**src/rtl/vga_timing_pkg.sv**
```systemverilog
// vga_timing_pkg: 640x480@60 Hz raster constants and the coordinate type shared by the display pipeline.
package vga_timing_pkg;

    typedef logic [9:0] coord_t;

    localparam coord_t H_VISIBLE = 10'd640;
    localparam coord_t H_FP      = 10'd16;
    localparam coord_t H_SYNC    = 10'd96;
    localparam coord_t H_BP      = 10'd48;
    localparam coord_t H_TOTAL   = H_VISIBLE + H_FP + H_SYNC + H_BP;

    localparam coord_t V_VISIBLE = 10'd480;
    localparam coord_t V_FP      = 10'd10;
    localparam coord_t V_SYNC    = 10'd2;
    localparam coord_t V_BP      = 10'd33;
    localparam coord_t V_TOTAL   = V_VISIBLE + V_FP + V_SYNC + V_BP;

    // Sync windows are inclusive on both ends.
    localparam coord_t H_SYNC_START = H_VISIBLE + H_FP;
    localparam coord_t H_SYNC_END   = H_SYNC_START + H_SYNC - 10'd1;
    localparam coord_t V_SYNC_START = V_VISIBLE + V_FP;
    localparam coord_t V_SYNC_END   = V_SYNC_START + V_SYNC - 10'd1;

    localparam coord_t H_LAST = H_TOTAL - 10'd1;
    localparam coord_t V_LAST = V_TOTAL - 10'd1;

    function automatic logic in_window(coord_t v, coord_t lo, coord_t hi);
        return (v >= lo) && (v <= hi);
    endfunction

endpackage

```
**src/rtl/pixel_tick_divider.sv**
```systemverilog
// pixel_tick_divider: divides the system clock down to the pixel rate.
// tick is high during the last clk of each CLK_DIV-long period, marking the advance edge.
module pixel_tick_divider #(
    parameter int CLK_DIV = 4
) (
    input  logic clk,
    input  logic reset,
    output logic tick
);

    localparam int W = $clog2(CLK_DIV);
    localparam logic [W-1:0] DIV_LAST = W'(CLK_DIV - 1);

    logic [W-1:0] r_div;

    assign tick = (r_div == DIV_LAST);

    always_ff @(posedge clk) begin
        if (reset)
            r_div <= '0;
        else
            r_div <= tick ? '0 : r_div + 1'b1;
    end

endmodule

```
**src/rtl/vga_scan_generator.sv**
```systemverilog
// vga_scan_generator: 640x480@60 Hz raster counters, sync/blank decode and line/frame markers.
// Every output is registered from the next-state coordinates, so all of them change on the same edge.
module vga_scan_generator
    import vga_timing_pkg::*;
#(
    parameter int   CLK_DIV  = 4,
    parameter logic SYNC_POL = 1'b0
) (
    input  logic   clk,
    input  logic   reset,
    output coord_t x,
    output coord_t y,
    output logic   hsync,
    output logic   vsync,
    output logic   video_on,
    output logic   pixel_tick,
    output logic   line_start,
    output logic   frame_start
);

    logic   w_adv;
    coord_t w_x_nxt;
    coord_t w_y_nxt;
    coord_t r_x;
    coord_t r_y;
    logic   r_hsync;
    logic   r_vsync;
    logic   r_video_on;
    logic   r_tick;
    logic   r_line;
    logic   r_frame;

    pixel_tick_divider #(.CLK_DIV(CLK_DIV)) u_div (
        .clk  (clk),
        .reset(reset),
        .tick (w_adv)
    );

    // Wrap by explicit compare; codes at or above the totals never occur.
    always_comb begin
        w_x_nxt = (r_x == H_LAST) ? '0 : r_x + 10'd1;
        w_y_nxt = (r_x != H_LAST) ? r_y : (r_y == V_LAST) ? '0 : r_y + 10'd1;
    end

    always_ff @(posedge clk) begin
        if (reset) begin
            r_x        <= '0;
            r_y        <= '0;
            r_hsync    <= ~SYNC_POL;
            r_vsync    <= ~SYNC_POL;
            r_video_on <= 1'b0;
            r_tick     <= 1'b0;
            r_line     <= 1'b0;
            r_frame    <= 1'b0;
        end else begin
            r_tick  <= w_adv;
            r_line  <= w_adv && (w_x_nxt == '0);
            r_frame <= w_adv && (w_x_nxt == '0) && (w_y_nxt == '0);
            if (w_adv) begin
                r_x        <= w_x_nxt;
                r_y        <= w_y_nxt;
                r_hsync    <= in_window(w_x_nxt, H_SYNC_START, H_SYNC_END) ? SYNC_POL : ~SYNC_POL;
                r_vsync    <= in_window(w_y_nxt, V_SYNC_START, V_SYNC_END) ? SYNC_POL : ~SYNC_POL;
                r_video_on <= (w_x_nxt < H_VISIBLE) && (w_y_nxt < V_VISIBLE);
            end
        end
    end

    assign x           = r_x;
    assign y           = r_y;
    assign hsync       = r_hsync;
    assign vsync       = r_vsync;
    assign video_on    = r_video_on;
    assign pixel_tick  = r_tick;
    assign line_start  = r_line;
    assign frame_start = r_frame;

endmodule

```
**config.mk**
```make
export PLATFORM = sky130hd
export DESIGN_NAME = vga_scan_generator
export DESIGN_NICKNAME = d
export VERILOG_FILES = /design/src/rtl/vga_timing_pkg.sv /design/src/rtl/pixel_tick_divider.sv /design/src/rtl/vga_scan_generator.sv
export SDC_FILE = /design/constraint.sdc
export NUM_CORES = 1
export LEC_CHECK = 0
export BUFFER_PORTS_ARGS = -buffer_cell sky130_fd_sc_hd__buf_2
export CAP_MARGIN = 0
export CORE_MARGIN = 5
export CORE_UTILIZATION = 40
export CTS_BUF_LIST = sky130_fd_sc_hd__clkbuf_16
export CTS_CLUSTER_DIAMETER = 30
export CTS_CLUSTER_SIZE = 16
export DETAILED_ROUTE_END_ITERATION = 12
export SLEW_MARGIN = 20
export SYNTH_ARGS = -nofsm -noshare
export SYNTH_HDL_FRONTEND = slang
export SYNTH_SLANG_ARGS = --single-unit
```
**constraint.sdc**
```tcl
create_clock -name clk -period 2.6 [get_ports clk]
set_clock_uncertainty 0.1 [all_clocks]
set_input_delay 0.52 -clock clk [delete_from_list [all_inputs] [get_ports clk]]
set_output_delay 0.52 -clock clk [all_outputs]
set_load 0.005 [all_outputs]
```
Word-level counts from Yosys, hierarchy flattened
Cells that the tools add are included. Widths: inputs -> output; s select.

Output and inout port bits: 26. Register bits: 28. Word-level logic and storage cells: 35. Input port bits: 2.

Muxes and demuxes: 5. Order comparisons: 6. $add $sub $neg: 3. Reduce and logical (&&, ||, !) cells: 8. Equal/unequal tests: 4.

Operators by type and width (number): $mux 10 (3); $add 10x1->10 const B (2); $eq 10x10->1 const B (2); $logic_not 10->1 (2); $ge 10x10->1 const B (1); $ge 10x9->1 const B (1); $le 10x10->1 const B (1); $le 10x9->1 const B (1); $lt 10x10->1 const B (1); $lt 10x9->1 const B (1); $ne 10x10->1 const B (1); $logic_and 1x1->1 (5); $add 2x1->2 const B (1); $eq 2x2->1 const B (1); $mux 1 (2); $reduce_or 2->1 (1).

Logic depth before layout (Yosys ltp)
Word-level depth: 6. Gate-level depth with buffers: 9.

By module
Synthesis repeated with hierarchy kept, for this count alone.

Cells, all modules: 236. Area total of the unflattened synthesis: 1855.5 um2.

Modules (own cells, without submodules): vga_scan_generator (area each 1780.5 um2, sequential area each 520.5 um2, instances 1, cells each 231); pixel_tick_divider (area each 75.1 um2, sequential area each 40.0 um2, instances 1, cells each 5).

Least setup slack after synthesis
OpenSTA, ideal clock, no wires.

Path kind: register -> register. Start: register r_x[0], in the netlist x[0]. End: register r_video_on, in the netlist video_on. Path slack: 0.210 ns. Stages on the path, launching flop included: 9. Library setup time: 0.117 ns. Path buffers: 1. Arrival: 2.173 ns. Period minus slack after synthesis: 2.390 ns. Path through: dfxtp_1 > ha_1 > and4_1 > buf_2 > nand3_1 > or3_1 > a2111oi_4 > nor2b_1 > a22o_1.

Word-level cells in the longest chain between the ends: 4. Elaborated cells on any way between the ends: 8.

Ends and longest elaborated chain: from (decl) (line vga_scan_generator.sv:24) `coord_t r_x;`; from (signal assigned) (line vga_scan_generator.sv:60) `r_x <= w_x_nxt;`; $add 10x1->10 (tied with other cells) (line vga_scan_generator.sv:41) `w_x_nxt = (r_x == H_LAST) ? '0 : r_x + 10'd1;`; $mux 10, on equally long branches (line vga_scan_generator.sv:41, vga_scan_generator.sv:42); $lt 10x10->1 / $lt 10x9->1 (equally long branches) (line vga_scan_generator.sv:64) `r_video_on <= (w_x_nxt < H_VISIBLE) && (w_y_nxt < V_VISIBLE);`; $logic_and 1x1->1 (*) (line vga_scan_generator.sv:64); to (signal assigned) (line vga_scan_generator.sv:64); to (decl) (line vga_scan_generator.sv:28) `logic r_video_on;`.

Mark *: on every way between the ends. The rest lies on a longest branch, timed or not. A chain may end at the register's enable or synchronous reset.

Worst setup path after layout
Start: register r_y[0], in the netlist y[0]. End: register r_video_on, in the netlist video_on.

Word-level cells in the longest chain between the ends: 5. Elaborated cells on any way between the ends: 6.

Ends and longest elaborated chain: from (decl) (line vga_scan_generator.sv:25) `coord_t r_y;`; from (signal assigned) (line vga_scan_generator.sv:61) `r_y <= w_y_nxt;`; $add 10x1->10 / $eq 10x10->1 (equally long branches) (line vga_scan_generator.sv:42) `w_y_nxt = (r_x != H_LAST) ? r_y : (r_y == V_LAST) ? '0 : r_y + 10'd1;`; $mux 10 (line vga_scan_generator.sv:42); $mux 10 (*) (line vga_scan_generator.sv:42); $lt 10x9->1 (*) (line vga_scan_generator.sv:64); $logic_and 1x1->1 (*) (line vga_scan_generator.sv:64).

Marked as above.

==> results.toml <==
[outcome]
status = "finished, final reports clean"

[synthesis]
yosysTopAreaCellShare = 0.319
ys_top_cells_by_area = "dfxtp_1, nor2_1, nand2_1"
synth_area_per_cell_um2 = 7.78
yosys_warnings = 0
synth_cells = 226
synthArstFlopShare = 0
syn_nets = 234
synth.distinct_cells = 46
yosysSeqAreaShare = 0.319
synth-edff-count = 0
synth_seq_cells = 28
yosys.area.top_type = "dfxtp_1"
synthFlopType = "dfxtp_1"
netlist_area_um2 = 1760

[drt]
dr_total_vias = 1735
vias_per_cell = 5.56
wire_per_inst_um = 14.7
drtAntennaViolNets = 0
drc = 0
routed_wl_mm = 4.59
dr.pass1.iters = 5
drt_iter0_markers = 144

[flow_run]
maxCapViolCount = 0

[worst_setup_path]
r2r-start = "y[0]"
end_kind = "flop"
arrival_ps = 2460
path_max_fanout = 8
crit_path_cell_trace = "ha_1, and3_1, nand3_1, or3_1, a2111oi_4, nor2b_1, a22o_1"
slowest_delay_ps = 450
criticalPathCategory = "reg2reg"
crit_slowest_cell = "dfxtp_1"
reg2reg_setup_slack_ps = 200
crit_required_ps = 2660
cp-start-kind = "flop"
reg2reg_depth = 7
r2r_end = "video_on"

[worst_hold_path]
hold_end = "u_div.r_div[0]"
hold_start = "u_div.r_div[0]"
hold_path_depth = 1
hp-class = "reg2reg"

[sta]
finalSetupTns_ps = 0
finalSetupViolations = 0
rsz0062_at_grt = "no"
hold_ws_ps = 329
setup_slack_ps = 201
period_needed_ps = 2400
tightestPinTransition_ps = 469
max_freq_mhz = 417
slew_viol_final = 0
maxSlewHeadroom = 0.683
period_share = 0.923
hold_viol = 0

[cells_and_area]
nFillCells = 412
layout_common_cells = "dfxtp_1, buf_2, nor2_1"
drive_gt1_frac = 0.227
layout_commonest_cell = "dfxtp_1"
nNetsFinal = 269
diodes = 0
multiInputGateArea_um2 = 1080
synthToLayoutAreaGrowth_pct = 21.9
area.sequential_um2 = 561

[cts]
cts_tree = "built"
clockRootBuffer = "clkbuf_16"
cts_setup_buffers = 0
cts_hold_buf = 0
cts_buffer_depth = 2
clock_sinks = 28
clk_pin_slew_ps = 70
ctsResizeCount = 0
cts_buffers = 3
clk_latency_ps = 260
htreeDepth = 1

[placed_design]
gp_congestion = 0.821
place_hpwl_mm = 3.43
io_buffers = 27
dpl_worst_slack_ps = 215

[grt]
grt_overflow = 0
grt_pass1_wl_mm = 7.77
grt_use_total = 0.156
antenna_found_initial = 0
grt_pass1_vias = 1629
grt_max_degree = 21

[power]
ir_worst_vdd_mv = 0.213
p_total_mw = 0.954
p_leak_nw = 0.851
power_density_nw_per_um2 = 446

[floorplan]
coreArea_um2 = 4290
io_pins = 28
die_area_um2 = 5820
num_rows = 24
initial_core_util = 0.409
die_w_um = 76.3
die_y_um = 76.3
==> flip-flops by register name, indices dropped and copies added, names as in the netlist <==
| signal | cells |
|---|---|
| frame_start | 1 |
| vsync | 1 |
| u_div.r_div | 2 |
| line_start | 1 |
| hsync | 1 |
| x | 10 |
| y | 10 |
| pixel_tick | 1 |
| video_on | 1 |
==> through the flow <==
stage,util,cells,instance area (um2)
after floorplan,-,226,1760
after global placement,0.474,308,2040
after detailed placement,0.474,308,2040
after CTS,0.499,312,2140
after global routing,0.499,312,2140
final,0.499,312,2140
==> report_power, final <==
part	total, mW	internal, mW	switching [mW]
Sequential	0.442	0.438	0.00445
Clock	0.457	0.307	0.150
Combinational	0.0550	0.0224	0.0326
==> area by class of cell <==
type,count,share of cell area
Inverter,8,0.0140
Clock inverter,1,0.0140
Timing Repair Buffer,49,0.140
Clock buffer,3,0.0350
Tap cell,52,0.0304
Sequential cell,28,0.262
Multi-Input combinational cell,171,0.505
==> worst max-delay path, delay by kind of cell, from the launching register on <==
kind                       cells  cell delay, ps
AOI/OAI and AO/OA              2             560
adders and majority gates      1             240
and+or+nand+nor                4             960
DFF                            1             450
==> worst max path at each step <==
stage / start / endpoint / slack (ps) / depth (start not counted)
floorplan: x[0] / video_on / 210 / 8
global placement: x[9] / frame_start / 270 / 7
detailed placement: y[1] / frame_start / 210 / 9
CTS: y[1] / frame_start / 200 / 9
global route: y[0] / video_on / 50 / 7
finish: y[0] / video_on / 200 / 7
==> cells by family after synthesis <==
logic type,after synthesis,share of synthesized area
buffers and inverters,27,0.0669
muxes,2,0.0114
and+or+nand+nor,100,0.302
DFF,28,0.319
xor gates and xnor gates,15,0.0747
adders and majority gates,6,0.0427
AOI/OAI and AO/OA,48,0.184
==> Yosys cell counts (8+ instances only) <==
master	count
dfxtp_1	28
nor2_1	23
nand2_1	22
a21oi_1	15
o21ai_0	13
nor3_1	11
clkbuf_1	10
nand3_1	9
inv_1	8
nand4_1	8
xor2_1	8
==> layer usage <==
metal	vias to the layer above	track usage	wire (um)
met2	58	0.242	2060
met3	13	0.0213	265
li1	869	-	-
met5	-	0	0
met1	795	0.215	2140
met4	0	0.0647	126
Note: power is estimated with default switching activity, not from simulation.
